## config.mk

```make
export PLATFORM = sky130hd
export DESIGN_NAME = trimdac_scheduler
export DESIGN_NICKNAME = d
export VERILOG_FILES = /design/src/rtl/trimdac_scheduler.sv
export SDC_FILE = /design/constraint.sdc
export NUM_CORES = 1
export LEC_CHECK = 0
export ABC_AREA = 1
export CAP_MARGIN = 20
export CORE_MARGIN = 8
export CORE_UTILIZATION = 45
export DETAILED_ROUTE_END_ITERATION = 8
export PLACE_DENSITY_LB_ADDON = 0.25
export SYNTH_ARGS = -nofsm -noshare
export SYNTH_HDL_FRONTEND = slang
export SYNTH_SLANG_ARGS = --single-unit
```

## constraint.sdc

```tcl
create_clock -name clk -period 11.63 [get_ports clk]
set_clock_uncertainty 0.15 [all_clocks]
set_input_delay 1.163 -clock clk [delete_from_list [all_inputs] [get_ports clk]]
set_output_delay 1.163 -clock clk [all_outputs]
set_load 0.02 [all_outputs]
```

## src/rtl/trimdac_scheduler.sv

```systemverilog
// Command scheduler for the AD8804 TrimDAC serializer: shadows all channel codes and sends dirty ones round-robin.
// Optional build macro TRIMDAC_REFRESH_EN adds a periodic re-send of every channel.
module trimdac_scheduler #(
    parameter int          NUM_CH         = 12,
    parameter logic [7:0]  RESET_CODE     = 8'h80,
    parameter int          LATCH_CYCLES   = 2,
    parameter int          BUSY_TIMEOUT   = 64,
    parameter logic [23:0] REFRESH_CYCLES = 24'd1000000
) (
    input  logic       clk,
    input  logic       rst,
    input  logic       wr_en,
    input  logic [3:0] wr_addr,
    input  logic [7:0] wr_data,
    output logic       wr_err,
    output logic       dac_latch,
    output logic [3:0] dac_address,
    output logic [7:0] dac_value,
    input  logic       dac_busy,
    output logic       pending,
    output logic       timeout_err,
    input  logic       err_clr,
    output logic [1:0] dbg_state_o
);
    typedef enum logic [1:0] {
        IDLE      = 2'd0,
        ISSUE     = 2'd1,
        WAIT_BUSY = 2'd2,
        WAIT_DONE = 2'd3
    } state_t;

    localparam int              CNT_MAX   = (BUSY_TIMEOUT > LATCH_CYCLES) ? BUSY_TIMEOUT : LATCH_CYCLES;
    localparam int              CNT_W     = $clog2(CNT_MAX + 1);
    localparam logic [CNT_W-1:0] LATCH_END = CNT_W'(LATCH_CYCLES - 1);
    localparam logic [CNT_W-1:0] BUSY_END  = CNT_W'(BUSY_TIMEOUT - 1);
    localparam logic [3:0]      CH_LIMIT  = 4'(NUM_CH);
    localparam logic [3:0]      LAST_CH   = 4'(NUM_CH - 1);
    localparam logic [4:0]      CH_WRAP   = 5'(NUM_CH);

    if (LATCH_CYCLES < 1 || BUSY_TIMEOUT < 1 || REFRESH_CYCLES == 24'd0) begin : g_bad_param
        $error("trimdac_scheduler: invalid parameter value");
    end

    state_t           state_q;
    logic [7:0]       shadow_q [NUM_CH];
    logic [NUM_CH-1:0] dirty_q;
    logic [3:0]       last_q;
    logic [CNT_W-1:0] cnt_q;
    logic             latch_q;
    logic [3:0]       addr_q;
    logic [7:0]       value_q;
    logic             wr_err_q;
    logic             timeout_q;

    logic             sel_found;
    logic [3:0]       sel_ch;
    logic [4:0]       cand;
    logic             wr_ok;

    assign wr_ok = wr_en && (wr_addr < CH_LIMIT);

    // First dirty channel scanning upward from the one after last_q, wrapping.
    always_comb begin
        sel_found = 1'b0;
        sel_ch    = '0;
        cand      = '0;
        for (int i = 1; i <= NUM_CH; i++) begin
            cand = 5'(last_q) + 5'(i);
            if (cand >= CH_WRAP) begin
                cand = cand - CH_WRAP;
            end
            if (!sel_found && dirty_q[cand[3:0]]) begin
                sel_found = 1'b1;
                sel_ch    = cand[3:0];
            end
        end
    end

`ifdef TRIMDAC_REFRESH_EN
    logic [23:0] refresh_q;
`endif

    always_ff @(posedge clk or posedge rst) begin
        if (rst) begin
            state_q   <= IDLE;
            for (int i = 0; i < NUM_CH; i++) begin
                shadow_q[i] <= RESET_CODE;
            end
            dirty_q   <= '1;
            last_q    <= LAST_CH;
            cnt_q     <= '0;
            latch_q   <= 1'b0;
            addr_q    <= '0;
            value_q   <= '0;
            wr_err_q  <= 1'b0;
            timeout_q <= 1'b0;
`ifdef TRIMDAC_REFRESH_EN
            refresh_q <= '0;
`endif
        end else begin
            wr_err_q <= wr_en && !wr_ok;
            if (err_clr) begin
                timeout_q <= 1'b0;
            end

            case (state_q)
                IDLE: begin
                    if (sel_found) begin
                        addr_q          <= sel_ch;
                        value_q         <= shadow_q[sel_ch];
                        dirty_q[sel_ch] <= 1'b0;
                        last_q          <= sel_ch;
                        latch_q         <= 1'b1;
                        cnt_q           <= '0;
                        state_q         <= ISSUE;
                    end
                end
                ISSUE: begin
                    if (cnt_q == LATCH_END) begin
                        latch_q <= 1'b0;
                        cnt_q   <= '0;
                        state_q <= WAIT_BUSY;
                    end else begin
                        cnt_q <= cnt_q + 1'b1;
                    end
                end
                WAIT_BUSY: begin
                    if (dac_busy) begin
                        state_q <= WAIT_DONE;
                    end else if (cnt_q == BUSY_END) begin
                        // Serializer never answered: flag it and retry this channel later.
                        timeout_q       <= 1'b1;
                        dirty_q[addr_q] <= 1'b1;
                        state_q         <= IDLE;
                    end else begin
                        cnt_q <= cnt_q + 1'b1;
                    end
                end
                WAIT_DONE: begin
                    if (!dac_busy) begin
                        state_q <= IDLE;
                    end
                end
                default: state_q <= IDLE;
            endcase

`ifdef TRIMDAC_REFRESH_EN
            if (refresh_q == REFRESH_CYCLES - 24'd1) begin
                refresh_q <= '0;
                dirty_q   <= '1;
            end else begin
                refresh_q <= refresh_q + 24'd1;
            end
`endif

            // Host writes come last so a set always beats a same-cycle capture clear.
            if (wr_ok) begin
                shadow_q[wr_addr] <= wr_data;
                dirty_q[wr_addr]  <= 1'b1;
            end
        end
    end

    assign wr_err      = wr_err_q;
    assign dac_latch   = latch_q;
    assign dac_address = addr_q;
    assign dac_value   = value_q;
    assign timeout_err = timeout_q;
    assign pending     = (|dirty_q) || (state_q != IDLE);
    assign dbg_state_o = state_q;
endmodule
```

==> results.sh <==
export IMPL_status="finished clean"
export IMPL_cts_hold_buf=0
export IMPL_rows=52
export IMPL_wl_per_cell_microns=16.4
export IMPL_fin_setup_tns_ns=0
export IMPL_fp_coreArea_sq_mm=0.0201
export IMPL_first_global_vias=8343
export IMPL_clockRootBuffer="clkbuf_16"
export IMPL_drt_first_pass_iters=5
export IMPL_crit_path_end_kind="register"
export IMPL_synth_cell_type_count=49
export IMPL_wl_mm=26.4
export IMPL_port_buffers=34
export IMPL_cts_clk_slew_worst_paths_ns=0.06
export IMPL_fmax_ghz=0.170
export IMPL_nets=1372
export IMPL_ios=35
export IMPL_drv_cap=0
export IMPL_drc=0
export IMPL_synth_seq_cells=135
export IMPL_setup_viol=0
export IMPL_cts_tree="yes"
export IMPL_avgSynthCellArea_sq_um=6.88
export IMPL_worstSkewPairLatency_ns=0.44
export IMPL_grt_pass1_wl_mm=43.5
export IMPL_hold_viol_final=0
export IMPL_die_h_microns=158
export IMPL_crit_arrival_ns=6.09
export IMPL_critPathLaunchType="register"
export IMPL_crit_type="reg -> reg"
export IMPL_placement_cell_area_sq_mm=0.00947
export IMPL_yosys_most_used_dff="dfrtp_1"
export IMPL_viasPerCell=5.28
export IMPL_hold_class="reg -> reg"
export IMPL_diodes=0
export IMPL_grt_antenna_before_repair=0
export IMPL_finalWeightedCongestion=0.945
export IMPL_hpwlAfterDp_mm=17.8
export IMPL_area_growth_syn_to_layout_pct=10.4
export IMPL_syn_nets=1372
export IMPL_crit_slowest_cell="dfstp_2"
export IMPL_crit_path_frequent_cell="nand2_1"
export IMPL_drtIter0Drc=671
export IMPL_finalMaxSlewViolations=0
export IMPL_grt_usage_pct=22.4
export IMPL_layout_commonest_cell="nand2_1"
export IMPL_stdcell_area_sq_mm=0.0101
export IMPL_synth_cells=1326
export IMPL_rsz0062_at_grt="no"
export IMPL_die_area_sq_mm=0.0251
export IMPL_cts_buffers_inserted=17
export IMPL_drtAntennaViolNets=0
export IMPL_postSynth_asyncResetShare_pct=100
export IMPL_cts_repair_resized=0
export IMPL_grt_remaining_overflow=0
export IMPL_postCtsSetupBuffers=0
export IMPL_finalCriticalPeriod_ns=5.87
export IMPL_worstMarginPinSlew_ns=1.10
export IMPL_final_cell_mix="495 x nand2_1, 112 x inv_1, 108 x dfrtp_1, 105 x o21ai_0, 101 x nand3_1"
export IMPL_grt_max_degree=78
export IMPL_cts_sinks=135
export IMPL_vias=8495
export IMPL_layout_worst_path_cycle_share_pct=50.5
export IMPL_die_x_microns=158
export IMPL_cp_slowest_stage_delay_ns=0.76
export IMPL_yosysSeqAreaShare_pct=37.4
export IMPL_critPathMaxFanout=53
export IMPL_initial_utilization_pct=45.4
export IMPL_relSlewSlack_pct=26.2
export IMPL_worstPathRequired_ns=11.84
export IMPL_yosys_warnings=0
export IMPL_cts_buffer_depth=2
export IMPL_synth_edf_count=0
export IMPL_cts_htree_levels=4
export IMPL_drive_above_1_share_pct=10.2
export IMPL_netlist_area_sq_mm=0.00913
[flip-flops by register name, indices dropped and copies added (netlist names)]
register     cells
wr_err           1
last_q           4
dac_value        8
cnt_q            7
shadow_q        96
dbg_state_o      2
dac_address      3
dirty_q         12
timeout_err      1
dac_latch        1
[cell usage after synthesis, types with 2 or more instances]
master	n	area, sq um
nor2_2	6	37.5
o22ai_1	2	12.5
o21ai_2	4	35.0
o21ai_0	105	526
ha_1	29	363
dfrtp_1	108	2700
o21bai_1	2	15.0
nor3_1	8	40.0
dfstp_2	27	709
nand2_4	4	45.0
buf_2	7	35.0
clkinv_1	4	15.0
nor2_1	100	375
nand2_1	495	1860
buf_4	5	37.5
buf_6	16	180
inv_4	2	12.5
or2_2	2	12.5
xor2_1	4	35.0
o221ai_1	2	17.5
clkbuf_1	28	105
a22oi_1	2	15.0
nor4_1	2	12.5
o21a_1	3	22.5
nand3_1	101	505
inv_2	10	37.5
nand4_2	2	25.0
nand3b_1	4	30.0
inv_1	113	424
o21ai_1	17	85.1
o211ai_1	8	60.1
nand4_1	14	87.6
nand3_2	23	230
a21oi_1	37	185
nand2_2	16	100
[metal layers]
layer / global-route usage, % / share of wire (%) / vias up
met5: 0 / 0 / -
met4: 10.1 / 3.3 / 0
met3: 4.37 / 5.8 / 46
met2: 37.1 / 48 / 256
met1: 27.8 / 43 / 3951
li1: - / - / 4242
[area by class of cell]
cell class | instances | area [sq um]
fillers | 2006 | 10000
multi-input cells | 1004 | 4850
flip-flops and latches | 135 | 3410
inverters | 130 | 503
clock buffers | 19 | 443
repair buffers | 38 | 370
well taps | 270 | 338
clock inverters | 13 | 166
[cells by family (layout without fill, tap and decap cells)]
group | count (synthesis) | after routing | share of synthesized area, %
and+or+nand+nor | 779 | 779 | 37.0
AOI/OAI and AO/OA | 190 | 190 | 11.4
buffers and inverters | 187 | 200 | 9.54
DFF | 135 | 135 | 37.4
adders and majority gates | 29 | 29 | 3.97
xor gates and xnor gates | 6 | 6 | 0.658
[worst paths after layout]
path / from / endpoint / slack [ns] / cells after the start
worst max register to register: last_q[1] / dac_value[4] / 5.76 / 32
worst max-delay path: last_q[1] / dac_value[4] / 5.76 / 32
min in group asynchronous: rst / shadow_q[11] / 1.06 / 2
worst min register to register: shadow_q[28] / shadow_q[28] / 0.33 / 2
max in group asynchronous: rst / shadow_q[69] / 9.05 / 3
worst min-delay path: shadow_q[28] / shadow_q[28] / 0.33 / 2
[critical path, delay by kind of cell, from the launching register on]
family,cells,cell delay [ns]
fa+ha+maj,2,0.52
buf+inv,5,0.64
flops,1,0.76
simple gates,25,3.66
[through the flow]
stage,hold slack (ns),utilization [%],setup WS (ns),cells
after global placement,0.317,47.1,5.90,1577
after CTS,0.339,50.1,5.79,1609
after detailed placement,0.323,47.1,5.82,1577
final,0.335,50.1,5.76,1609
after global routing,0.355,50.1,5.21,1609
after floorplan,0.303,-,6.75,1326
Power is not shown: default switching activity piles up to over one toggle a cycle in this logic, so the estimate is an artifact.
